==> src/rtl/dcache_write_buffer_pkg.sv <==
// Shared defaults, drain FSM encoding and sizing helpers for the data-cache
// posted-write buffer.
package dcache_write_buffer_pkg;

  localparam int DEFAULT_DEPTH      = 4;
  localparam int DEFAULT_ADDR_WIDTH = 32;
  localparam int DEFAULT_DATA_WIDTH = 32;

  // Byte-offset bits dropped when matching word addresses.
  localparam int WORD_OFFSET_BITS = 2;

  typedef enum logic [1:0] {
    ST_IDLE = 2'd0,
    ST_REQ  = 2'd1,
    ST_WAIT = 2'd2
  } drain_state_e;

  function automatic int count_width(input int depth);
    return $clog2(depth) + 1;
  endfunction

endpackage

==> src/rtl/dcache_write_buffer_if.sv <==
// Bundle of cache-side, arbiter-side and status signals of the write buffer.
// The slave modport is the buffer; master is the cache/arbiter environment.
interface dcache_write_buffer_if
  import dcache_write_buffer_pkg::*;
#(
  parameter int DEPTH      = DEFAULT_DEPTH,
  parameter int ADDR_WIDTH = DEFAULT_ADDR_WIDTH,
  parameter int DATA_WIDTH = DEFAULT_DATA_WIDTH
) ();

  localparam int BE_WIDTH  = DATA_WIDTH / 8;
  localparam int CNT_WIDTH = count_width(DEPTH);

  logic                  wr_req;
  logic [ADDR_WIDTH-1:0] wr_addr;
  logic [DATA_WIDTH-1:0] wr_data;
  logic [BE_WIDTH-1:0]   wr_be;
  logic                  wr_full;

  logic                  rd_req_in;
  logic [ADDR_WIDTH-1:0] rd_addr;
  logic                  rd_req_out;
  logic                  rd_hazard;

  logic                  write_mem;
  logic                  grant_mem;
  logic                  ready_mem;
  logic [ADDR_WIDTH-1:0] mem_addr;
  logic [DATA_WIDTH-1:0] mem_wdata;
  logic [BE_WIDTH-1:0]   mem_be;
  logic                  mem_drive;

  logic                  flush;
  logic                  empty;
  logic [CNT_WIDTH-1:0]  count;

  modport slave (
    input  wr_req, wr_addr, wr_data, wr_be, rd_req_in, rd_addr,
           grant_mem, ready_mem, flush,
    output wr_full, rd_req_out, rd_hazard, write_mem, mem_addr, mem_wdata,
           mem_be, mem_drive, empty, count
  );

  modport master (
    output wr_req, wr_addr, wr_data, wr_be, rd_req_in, rd_addr,
           grant_mem, ready_mem, flush,
    input  wr_full, rd_req_out, rd_hazard, write_mem, mem_addr, mem_wdata,
           mem_be, mem_drive, empty, count
  );

endinterface

==> src/rtl/dcache_write_buffer_cam.sv <==
// DEPTH-way word-address comparator: flags every valid entry whose word
// address equals the incoming read address.
module dcache_write_buffer_cam
  import dcache_write_buffer_pkg::*;
#(
  parameter int DEPTH      = DEFAULT_DEPTH,
  parameter int ADDR_WIDTH = DEFAULT_ADDR_WIDTH
) (
  input  logic [DEPTH-1:0][ADDR_WIDTH-1:0] i_entry_addr,
  input  logic [DEPTH-1:0]                 i_valid,
  input  logic [ADDR_WIDTH-1:0]            i_rd_addr,
  output logic [DEPTH-1:0]                 o_hit
);

  always_comb begin
    o_hit = '0;
    for (int i = 0; i < DEPTH; i++) begin
      o_hit[i] = i_valid[i] &&
                 ((i_entry_addr[i] >> WORD_OFFSET_BITS) == (i_rd_addr >> WORD_OFFSET_BITS));
    end
  end

endmodule

==> src/rtl/dcache_write_buffer.sv <==
// Posted-write FIFO between the data cache and the arbiter's write slot; drains
// one word at a time and holds off reads that hit a pending write.
module dcache_write_buffer
  import dcache_write_buffer_pkg::*;
#(
  parameter int DEPTH      = DEFAULT_DEPTH,
  parameter int ADDR_WIDTH = DEFAULT_ADDR_WIDTH,
  parameter int DATA_WIDTH = DEFAULT_DATA_WIDTH
) (
  input  logic                 clk,
  input  logic                 rst,
  dcache_write_buffer_if.slave bus
);

  localparam int PTR_WIDTH = $clog2(DEPTH);
  localparam int CNT_WIDTH = count_width(DEPTH);
  localparam int BE_WIDTH  = DATA_WIDTH / 8;
  localparam logic [CNT_WIDTH-1:0] FULL_COUNT = CNT_WIDTH'(DEPTH);
  localparam logic [CNT_WIDTH-1:0] ONE_COUNT  = CNT_WIDTH'(1);

  drain_state_e                    r_state, w_state_next;
  logic [PTR_WIDTH-1:0]            r_head, r_tail;
  logic [CNT_WIDTH-1:0]            r_count;
  logic [DEPTH-1:0]                r_valid;
  logic [DEPTH-1:0][ADDR_WIDTH-1:0] r_entry_addr;
  logic [DATA_WIDTH-1:0]           r_entry_data [DEPTH];
  logic [BE_WIDTH-1:0]             r_entry_be   [DEPTH];

  logic                            w_full, w_push, w_pop, w_pending, w_drain;
  logic                            w_last;
  logic [DEPTH-1:0]                w_hit;

  assign w_full    = (r_count == FULL_COUNT);
  assign w_push    = bus.wr_req & ~w_full;
  assign w_pending = (r_count != '0);
  // flush needs nothing of its own: any pending entry already drains.
  assign w_drain   = w_pending | (bus.flush & w_pending);
  // Popping the only entry with no refill empties the buffer.
  assign w_last    = (r_count == ONE_COUNT) & ~w_push;

  // NOTE: entry storage has no reset; r_valid alone decides whether an entry
  // means anything, so the payload RAM stays a plain clocked array.
  always_ff @(posedge clk) begin
    if (w_push) begin
      r_entry_addr[r_tail] <= bus.wr_addr;
      r_entry_data[r_tail] <= bus.wr_data;
      r_entry_be[r_tail]   <= bus.wr_be;
    end
  end

  // NOTE: sequential state uses non-blocking assignments so every register
  // samples pre-edge values regardless of statement order.
  always_ff @(posedge clk or negedge rst) begin
    if (!rst) begin
      r_state <= ST_IDLE;
      r_head  <= '0;
      r_tail  <= '0;
      r_count <= '0;
      r_valid <= '0;
    end else begin
      r_state <= w_state_next;
      r_count <= r_count + CNT_WIDTH'(w_push) - CNT_WIDTH'(w_pop);
      if (w_push) begin
        r_tail          <= r_tail + PTR_WIDTH'(1);
        r_valid[r_tail] <= 1'b1;
      end
      if (w_pop) begin
        r_head          <= r_head + PTR_WIDTH'(1);
        r_valid[r_head] <= 1'b0;
      end
    end
  end

  // NOTE: every output of this block gets a default first so no path can
  // leave a value held, which would infer a latch.
  always_comb begin
    w_state_next  = r_state;
    w_pop         = 1'b0;
    bus.write_mem = 1'b0;
    bus.mem_drive = 1'b0;
    case (r_state)
      ST_IDLE: begin
        if (w_drain) w_state_next = ST_REQ;
      end
      ST_REQ: begin
        bus.write_mem = 1'b1;
        bus.mem_drive = bus.grant_mem;
        if (bus.grant_mem) begin
          if (bus.ready_mem) begin
            w_pop        = 1'b1;
            w_state_next = w_last ? ST_IDLE : ST_REQ;
          end else begin
            w_state_next = ST_WAIT;
          end
        end
      end
      ST_WAIT: begin
        bus.write_mem = 1'b1;
        bus.mem_drive = 1'b1;
        if (bus.ready_mem) begin
          w_pop        = 1'b1;
          w_state_next = w_last ? ST_IDLE : ST_REQ;
        end
      end
      default: w_state_next = ST_IDLE;
    endcase
  end

  dcache_write_buffer_cam #(
    .DEPTH      (DEPTH),
    .ADDR_WIDTH (ADDR_WIDTH)
  ) u_cam (
    .i_entry_addr (r_entry_addr),
    .i_valid      (r_valid),
    .i_rd_addr    (bus.rd_addr),
    .o_hit        (w_hit)
  );

  assign bus.rd_hazard  = |w_hit;
  assign bus.rd_req_out = bus.rd_req_in & ~bus.rd_hazard;

  assign bus.mem_addr  = r_entry_addr[r_head];
  assign bus.mem_wdata = r_entry_data[r_head];
  assign bus.mem_be    = r_entry_be[r_head];

  assign bus.wr_full = w_full;
  assign bus.empty   = ~w_pending;
  assign bus.count   = r_count;

endmodule
==> src/flat_wrapper.sv <==
// flat-port wrapper written by rule: the top's interface ports become plain ports
module dcache_write_buffer_flat import dcache_write_buffer_pkg::*;
#(
  parameter int DEPTH      = DEFAULT_DEPTH,
  parameter int ADDR_WIDTH = DEFAULT_ADDR_WIDTH,
  parameter int DATA_WIDTH = DEFAULT_DATA_WIDTH
)
  (clk, rst, bus_wr_req, bus_wr_addr, bus_wr_data, bus_wr_be, bus_rd_req_in, bus_rd_addr, bus_grant_mem, bus_ready_mem, bus_flush, bus_wr_full, bus_rd_req_out, bus_rd_hazard, bus_write_mem, bus_mem_addr, bus_mem_wdata, bus_mem_be, bus_mem_drive, bus_empty, bus_count);
  dcache_write_buffer_if #(.DEPTH(DEPTH), .ADDR_WIDTH(ADDR_WIDTH), .DATA_WIDTH(DATA_WIDTH)) bus_i ();
  input  logic clk;
  input  logic rst;
  input wire logic [$bits(bus_i.wr_req)-1:0] bus_wr_req;
  input wire logic [$bits(bus_i.wr_addr)-1:0] bus_wr_addr;
  input wire logic [$bits(bus_i.wr_data)-1:0] bus_wr_data;
  input wire logic [$bits(bus_i.wr_be)-1:0] bus_wr_be;
  input wire logic [$bits(bus_i.rd_req_in)-1:0] bus_rd_req_in;
  input wire logic [$bits(bus_i.rd_addr)-1:0] bus_rd_addr;
  input wire logic [$bits(bus_i.grant_mem)-1:0] bus_grant_mem;
  input wire logic [$bits(bus_i.ready_mem)-1:0] bus_ready_mem;
  input wire logic [$bits(bus_i.flush)-1:0] bus_flush;
  output wire logic [$bits(bus_i.wr_full)-1:0] bus_wr_full;
  output wire logic [$bits(bus_i.rd_req_out)-1:0] bus_rd_req_out;
  output wire logic [$bits(bus_i.rd_hazard)-1:0] bus_rd_hazard;
  output wire logic [$bits(bus_i.write_mem)-1:0] bus_write_mem;
  output wire logic [$bits(bus_i.mem_addr)-1:0] bus_mem_addr;
  output wire logic [$bits(bus_i.mem_wdata)-1:0] bus_mem_wdata;
  output wire logic [$bits(bus_i.mem_be)-1:0] bus_mem_be;
  output wire logic [$bits(bus_i.mem_drive)-1:0] bus_mem_drive;
  output wire logic [$bits(bus_i.empty)-1:0] bus_empty;
  output wire logic [$bits(bus_i.count)-1:0] bus_count;
  assign bus_i.wr_req = bus_wr_req;
  assign bus_i.wr_addr = bus_wr_addr;
  assign bus_i.wr_data = bus_wr_data;
  assign bus_i.wr_be = bus_wr_be;
  assign bus_i.rd_req_in = bus_rd_req_in;
  assign bus_i.rd_addr = bus_rd_addr;
  assign bus_i.grant_mem = bus_grant_mem;
  assign bus_i.ready_mem = bus_ready_mem;
  assign bus_i.flush = bus_flush;
  assign bus_wr_full = bus_i.wr_full;
  assign bus_rd_req_out = bus_i.rd_req_out;
  assign bus_rd_hazard = bus_i.rd_hazard;
  assign bus_write_mem = bus_i.write_mem;
  assign bus_mem_addr = bus_i.mem_addr;
  assign bus_mem_wdata = bus_i.mem_wdata;
  assign bus_mem_be = bus_i.mem_be;
  assign bus_mem_drive = bus_i.mem_drive;
  assign bus_empty = bus_i.empty;
  assign bus_count = bus_i.count;
  dcache_write_buffer #(.DEPTH(DEPTH), .ADDR_WIDTH(ADDR_WIDTH), .DATA_WIDTH(DATA_WIDTH)) u_core (.clk(clk), .rst(rst), .bus(bus_i));
endmodule
==> config.mk <==
export PLATFORM = sky130hd
export DESIGN_NAME = dcache_write_buffer_flat
export DESIGN_NICKNAME = d
export VERILOG_FILES = /design/src/rtl/dcache_write_buffer_pkg.sv /design/src/rtl/dcache_write_buffer_if.sv /design/src/rtl/dcache_write_buffer_cam.sv /design/src/rtl/dcache_write_buffer.sv /design/src/flat_wrapper.sv
export SDC_FILE = /design/constraint.sdc
export NUM_CORES = 1
export LEC_CHECK = 0
export CORE_ASPECT_RATIO = 2
export CORE_MARGIN = 2
export CORE_UTILIZATION = 57
export CTS_CLUSTER_SIZE = 28
export DETAILED_ROUTE_END_ITERATION = 10
export PLACE_DENSITY_LB_ADDON = 0.05
export REMOVE_ABC_BUFFERS = 1
export SYNTH_ARGS = -nofsm -noshare
export SYNTH_HDL_FRONTEND = slang
export SYNTH_HIERARCHICAL = 1
export SYNTH_SLANG_ARGS = --single-unit
==> constraint.sdc <==
create_clock -name clk -period 4.4 [get_ports clk]
set_input_delay 0.44 -clock clk [delete_from_list [all_inputs] [get_ports clk]]
set_output_delay 0.44 -clock clk [all_outputs]
set_load 0.01 [all_outputs]
### Yosys cells after proc, flatten, opt, wreduce, memory -nomap -nowiden

Memory sizes are Yosys's and may differ from the RTL's.
Cells that the tools add are included.

| word-level totals | value |
|---|---|
| output and inout bits | 77 |
| memories | 2 |
| logic and storage cells | 77 |
| register bits after elaboration | 141 |
| memory bits (writable) | 144 |
| input bits | 107 |

Memory list:

| name | words | bits a word | rd ports | clocked after Yosys merged registers in | wr ports | line | RTL |
|---|---|---|---|---|---|---|---|
| u_core.r_entry_data | 4 | 32 | 1 | 0 | 1 | dcache_write_buffer.sv:26 | `logic [DATA_WIDTH-1:0] r_entry_data [DEPTH];` |
| u_core.r_entry_be | 4 | 4 | 1 | 0 | 1 | dcache_write_buffer.sv:27 | `logic [BE_WIDTH-1:0] r_entry_be [DEPTH];` |

| cells by class | value |
|---|---|
| magnitude comparators | 4 |
| equal/unequal tests | 11 |
| mux-type cells | 24 |
| add/sub/neg operators | 4 |
| reduce and logical (&&, ||, !) cells | 11 |
| bitwise operators | 12 |

Operator list:

| cell | count |
|---|---|
| $bwmux W128 | 1 |
| $eq A30 B30 Y1 | 4 |
| $bmux W32 S2 | 1 |
| $demux W32 S2 | 1 |
| $mux W32 | 2 |
| $mux W1 | 8 |
| $mux W2 | 4 |
| $mux W4 | 2 |
| $logic_and A1 B1 Y1 | 6 |
| $lt A2 B3 Y1 const B | 2 |
| $pmux W2 S3 | 1 |
| $add A2 B1 Y2 const B | 2 |
| $and A1 B1 Y1 | 4 |
| $and A4 B4 Y4 | 1 |
| $demux W1 S2 | 2 |
| $ge A2 B1 Y1 const B | 2 |
| $ne A2 B2 Y1 const B | 2 |
| $not A1 Y1 | 4 |
| $not A4 Y4 | 1 |
| $or A4 B4 Y4 | 1 |
| $pmux W1 S2 | 2 |
| $reduce_or A4 Y1 | 1 |
| $add A3 B1 Y3 | 1 |
| $eq A3 B1 Y1 const B | 1 |
| 10 further kinds | 10 |

### Logic depth before layout (Yosys ltp)

| depth | value |
|---|---|
| depth in word-level cells | 9 |
| gate-level depth with buffers | 10 |

### Cells and area by module

Netlist, hierarchy kept.

By module, submodules not included:

| module | area each (um^2) | times used | cells each | sequential area each (um^2) |
|---|---|---|---|---|
| dcache_write_buffer | 10666.5 | 1 | 429 | 8493.1 |
| dcache_write_buffer_cam | 1476.4 | 1 | 176 | 0.0 |

### Least setup slack after synthesis

Ideal clock, no wire load.

| timing path | value |
|---|---|
| path kind | input port to output port |
| start | input bus_rd_addr[18] |
| end | output bus_rd_req_out |
| required time | 3.960 ns |
| slack | 2.098 ns |
| data arrival time | 1.862 ns |
| buffers on the path | 1 |
| stages | 7 |
| cell sequence | clkbuf_1 xnor2_1 nand4_1 or4_1 nor4_2 or4_1 nor2_1 |

| on the way | value |
|---|---|
| longest elaborated chain between the ends | 5 |

Ends and longest elaborated chain:

| element | line | RTL |
|---|---|---|
| start, declared | flat_wrapper.sv:17 | `input wire logic [$bits(bus_i.rd_addr)-1:0] bus_rd_addr;` |
| $eq A30 B30 Y1 | dcache_write_buffer_cam.sv:19 | `((i_entry_addr[i] >> WORD_OFFSET_BITS) == (i_rd_addr >> WORD_OFFSET_BITS));` |
| $logic_and A1 B1 Y1 | dcache_write_buffer_cam.sv:18 | `o_hit[i] = i_valid[i] &&` |
| via u_core.w_hit[0] | dcache_write_buffer.sv:31 | `logic [DEPTH-1:0] w_hit;` |
| $reduce_or A4 Y1 | dcache_write_buffer.sv:119 | `assign bus.rd_hazard = \|w_hit;` |
| via bus_rd_hazard | flat_wrapper.sv:23 | `output wire logic [$bits(bus_i.rd_hazard)-1:0] bus_rd_hazard;` |
| $not A1 Y1 | dcache_write_buffer.sv:120 | `assign bus.rd_req_out = bus.rd_req_in & ~bus.rd_hazard;` |
| $and A1 B1 Y1 | dcache_write_buffer.sv:120 |  |
| end, declared | flat_wrapper.sv:22 | `output wire logic [$bits(bus_i.rd_req_out)-1:0] bus_rd_req_out;` |

The timed path passes the listed nets, and every way through them passes these cells.

### Worst setup path in the final report

| timing path | value |
|---|---|
| start | input bus_rd_addr[6] |
| end | output bus_rd_req_out |

| on the way | value |
|---|---|
| longest elaborated chain between the ends | 5 |

Ends and longest elaborated chain:

| element | line |
|---|---|
| $eq A30 B30 Y1 | dcache_write_buffer_cam.sv:19 |
| $logic_and A1 B1 Y1 | dcache_write_buffer_cam.sv:18 |
| via u_core.w_hit[3] | dcache_write_buffer.sv:31 |
| $reduce_or A4 Y1 | dcache_write_buffer.sv:119 |
| $not A1 Y1 | dcache_write_buffer.sv:120 |
| $and A1 B1 Y1 | dcache_write_buffer.sv:120 |

The timed path passes the listed nets, and every way through them passes these cells.

==> impl_metrics.json <==
{
  "io_pins": 184,
  "clk_latency_ns": 0.52,
  "ys_ff_latch": 285,
  "netlist_instances": 605,
  "cts.sinks": 285,
  "path_common_cell": "clkdlybuf4s50_1",
  "synth_area_leaders": "edfxtp_1, mux4_2, xnor2_1",
  "yosys.area.top_type_share_pct": 67.3,
  "hold_viol": 0,
  "crit_slowest_cell": "clkdlybuf4s50_1",
  "rows": 75,
  "die_w_um": 107,
  "fin_nets": 910,
  "worst_pin_slew_ns": 1.20,
  "synth_area_um2": 12100,
  "ir_drop_mv": 0.436,
  "numCtsBuffers": 25,
  "die-area_um2": 22600,
  "outcome": "finished, final reports clean",
  "drv_slew": 0,
  "rsz0062_at_grt": "no",
  "clock.fmax_mhz": 288,
  "finalSetupTns_ns": 0,
  "start_util_pct": 58.0,
  "worst_setup_path_end_kind": "primary output",
  "cp_slowest_stage_delay_ns": 0.58,
  "gp_congestion": 0.903,
  "core_area_um2": 20900,
  "syn_to_final_growth_pct": 22.9,
  "worst_clock_skew_ns": 0.00732,
  "grt_first_pass_wirelength_um": 39300,
  "dp_hpwl_um": 18000,
  "setup_violations": 0,
  "drt_wl_total_um": 26600,
  "fp.dieH_um": 210,
  "grt_pass1_vias": 6848,
  "antenna_found_initial": 1,
  "synth_top_area_cell": "edfxtp_1",
  "post_cts_resize_count": 0,
  "multiInputGateArea_um2": 3370,
  "drt-pass1-iter-count": 4,
  "crit_chain": "clkdlybuf4s50_1 -> xor2_1 -> nor4_1 -> nand4_1 -> nor4_2 -> or4_1 -> nor2_1 -> clkdlybuf4s50_1",
  "crit_arrival_ns": 3.03,
  "fill_cells": 1358,
  "tritoncts": "yes",
  "final_antenna_net_count": 0,
  "clock-root-buffer": "clkbuf_16",
  "hp-class": "in2async",
  "cap_violations": 0,
  "viasPerCell": 5.79,
  "ys_types": 36,
  "grt_use_total_pct": 23.9,
  "grt_max_degree": 70,
  "path_class": "in2out",
  "numPortBuffers": 180,
  "slew_headroom_pct": 20.2,
  "post_drt_wl_per_cell_um": 24.7,
  "overflow": 0,
  "drtIter0Drc": 371,
  "clockBufferDepth": 3,
  "drc": 0,
  "cp.required_ns": 3.96,
  "path_max_fanout": 4,
  "cp-start-kind": "input port",
  "vias": 6233,
  "h-tree-depth": 1,
  "ys_warn_count": 6,
  "regArea_um2": 8500,
  "period_share_pct": 78.9,
  "avgSynthCellArea_um2": 20.1,
  "seq_area_frac_synth_pct": 69.9,
  "period_minus_slack_ns": 3.47,
  "utilization_pct": 71.3,
  "drive_gt1_share_pct": 16.5,
  "cts_setup_buffers": 0,
  "power.density_nw_per_um2": 625,
  "cts_hold_buf": 0,
  "leakage_nw": 4.79,
  "clk_pin_slew_worst_paths_ns": 0.07
}
==> routing by layer <==
metal  wire (um)  global-route usage [%]
met1        9120                    26.6
met2       14700                    43.0
met3        1450                    4.36
met4        1290                    12.0
met5           0                       0
==> critical path, delay by kind of cell <==
kind	cells	cell delay, ns
and+or+nand+nor	5	0.98
xor gates and xnor gates	1	0.50
buffers and inverters	2	1.12
==> area by class of cell <==
cell class                      count  share of cell area, %
Sequential cell                   285                   56.9
Multi-Input combinational cell    278                   22.6
Timing Repair Buffer              189                   12.6
Clock buffer                       33                   4.60
Tap cell                          269                   2.26
Clock inverter                     12                  0.788
Inverter                            9                  0.226
Antenna cell                        1                 0.0168
==> Yosys cell counts, drive strengths merged <==
cell / number
or4: 5
clkbuf: 9
ha: 14
nor2: 1
nand2: 2
xor2: 16
o21bai: 1
mux4: 68
mux2i: 1
nor4: 9
nor3: 2
buf: 24
inv: 9
o2bb2ai: 1
nand4: 28
dfrtp: 13
a21oi: 2
xnor2: 109
and3b: 1
mux2: 2
a2bb2oi: 4
or3b: 2
edfxtp: 272
and3: 4
nor4b: 2
fa: 1
nor2b: 3
==> flip-flops by register name, summed over array words and instances, names as in the netlist <==
signal,cells
u_core/bus.count,3
u_core/r_entry_addr,128
u_core/r_entry_be,16
u_core/r_entry_data,128
u_core/r_head,2
u_core/r_state,2
u_core/r_tail,2
u_core/r_valid,4
==> power breakdown <==
| part | switching [mW] | internal, mW | total, mW |
|---|---|---|---|
| Combinational | 1.45 | 1.77 | 3.21 |
| Sequential | 0.369 | 3.61 | 3.98 |
| Clock | 0.922 | 1.22 | 2.14 |
| Total | 2.74 | 6.60 | 9.33 |
==> path summary, 6_finish.rpt <==
check / start / endpoint / slack (ns) / cells past startpoint
max: bus_rd_addr[6] / bus_rd_req_out / 0.93 / 8
min: rst / u_core/r_tail[1] / 0.31 / 1
max reg2reg: u_core/r_state[0] / u_core/bus.count[2] / 1.96 / 9
min reg2reg: u_core/r_tail[0] / u_core/r_tail[0] / 0.55 / 1
max in group asynchronous: rst / u_core/r_head[0] / 3.61 / 1
min in group clk: bus_wr_addr[12] / u_core/r_entry_addr[12] / 0.55 / 1
==> kinds of logic (layout without fill, tap and decap cells) <==
| logic type | count (synthesis) | after routing | share of synthesized area [%] |
|---|---|---|---|
| DFF | 285 | 285 | 69.9 |
| xor gates and xnor gates | 125 | 125 | 9.14 |
| muxes | 71 | 71 | 12.9 |
| and+or+nand+nor | 59 | 59 | 3.60 |
| buffers and inverters | 42 | 243 | 2.33 |
| adders and majority gates | 15 | 15 | 1.61 |
| AOI/OAI and AO/OA | 8 | 8 | 0.505 |
| other | 0 | 1 | 0 |
==> through the flow <==
stage          std cells  setup slack [ns]  total power [mW]  hold slack [ns]  cell area, um2
6_report            1076             0.927              9.33            0.312           14900
5_1_grt             1076             0.815              9.73            0.343           14900
4_1_cts             1075             0.919              9.46            0.310           14900
3_5_place_dp        1030             0.932              7.30            0.530           14100
3_3_place_gp        1030             0.915              7.21            0.510           14100
2_1_floorplan        572             0.514              5.72            0.144           11900
==> cell usage in the layout (no fill, tap or decap), drive strengths merged <==
master | netlist | routed
bufinv | 0 | 2
nor3 | 2 | 2
nand4 | 28 | 28
nor2b | 3 | 3
buf | 24 | 9
clkbuf | 9 | 33
dfrtp | 13 | 13
clkinv | 0 | 6
nor4 | 9 | 9
mux2 | 2 | 2
or3b | 2 | 2
o21bai | 1 | 1
and3b | 1 | 1
ha | 14 | 14
diode | 0 | 1
a21oi | 2 | 2
and3 | 4 | 4
mux4 | 68 | 68
nand2 | 2 | 2
xor2 | 16 | 16
clkdlybuf4s50 | 0 | 180
o2bb2ai | 1 | 1
a2bb2oi | 4 | 4
fa | 1 | 1
inv | 9 | 10
mux2i | 1 | 1
edfxtp | 272 | 272
nor2 | 1 | 1
clkinvlp | 0 | 3
or4 | 5 | 5
nor4b | 2 | 2
xnor2 | 109 | 109
Note: power is estimated with default switching activity, not from simulation.
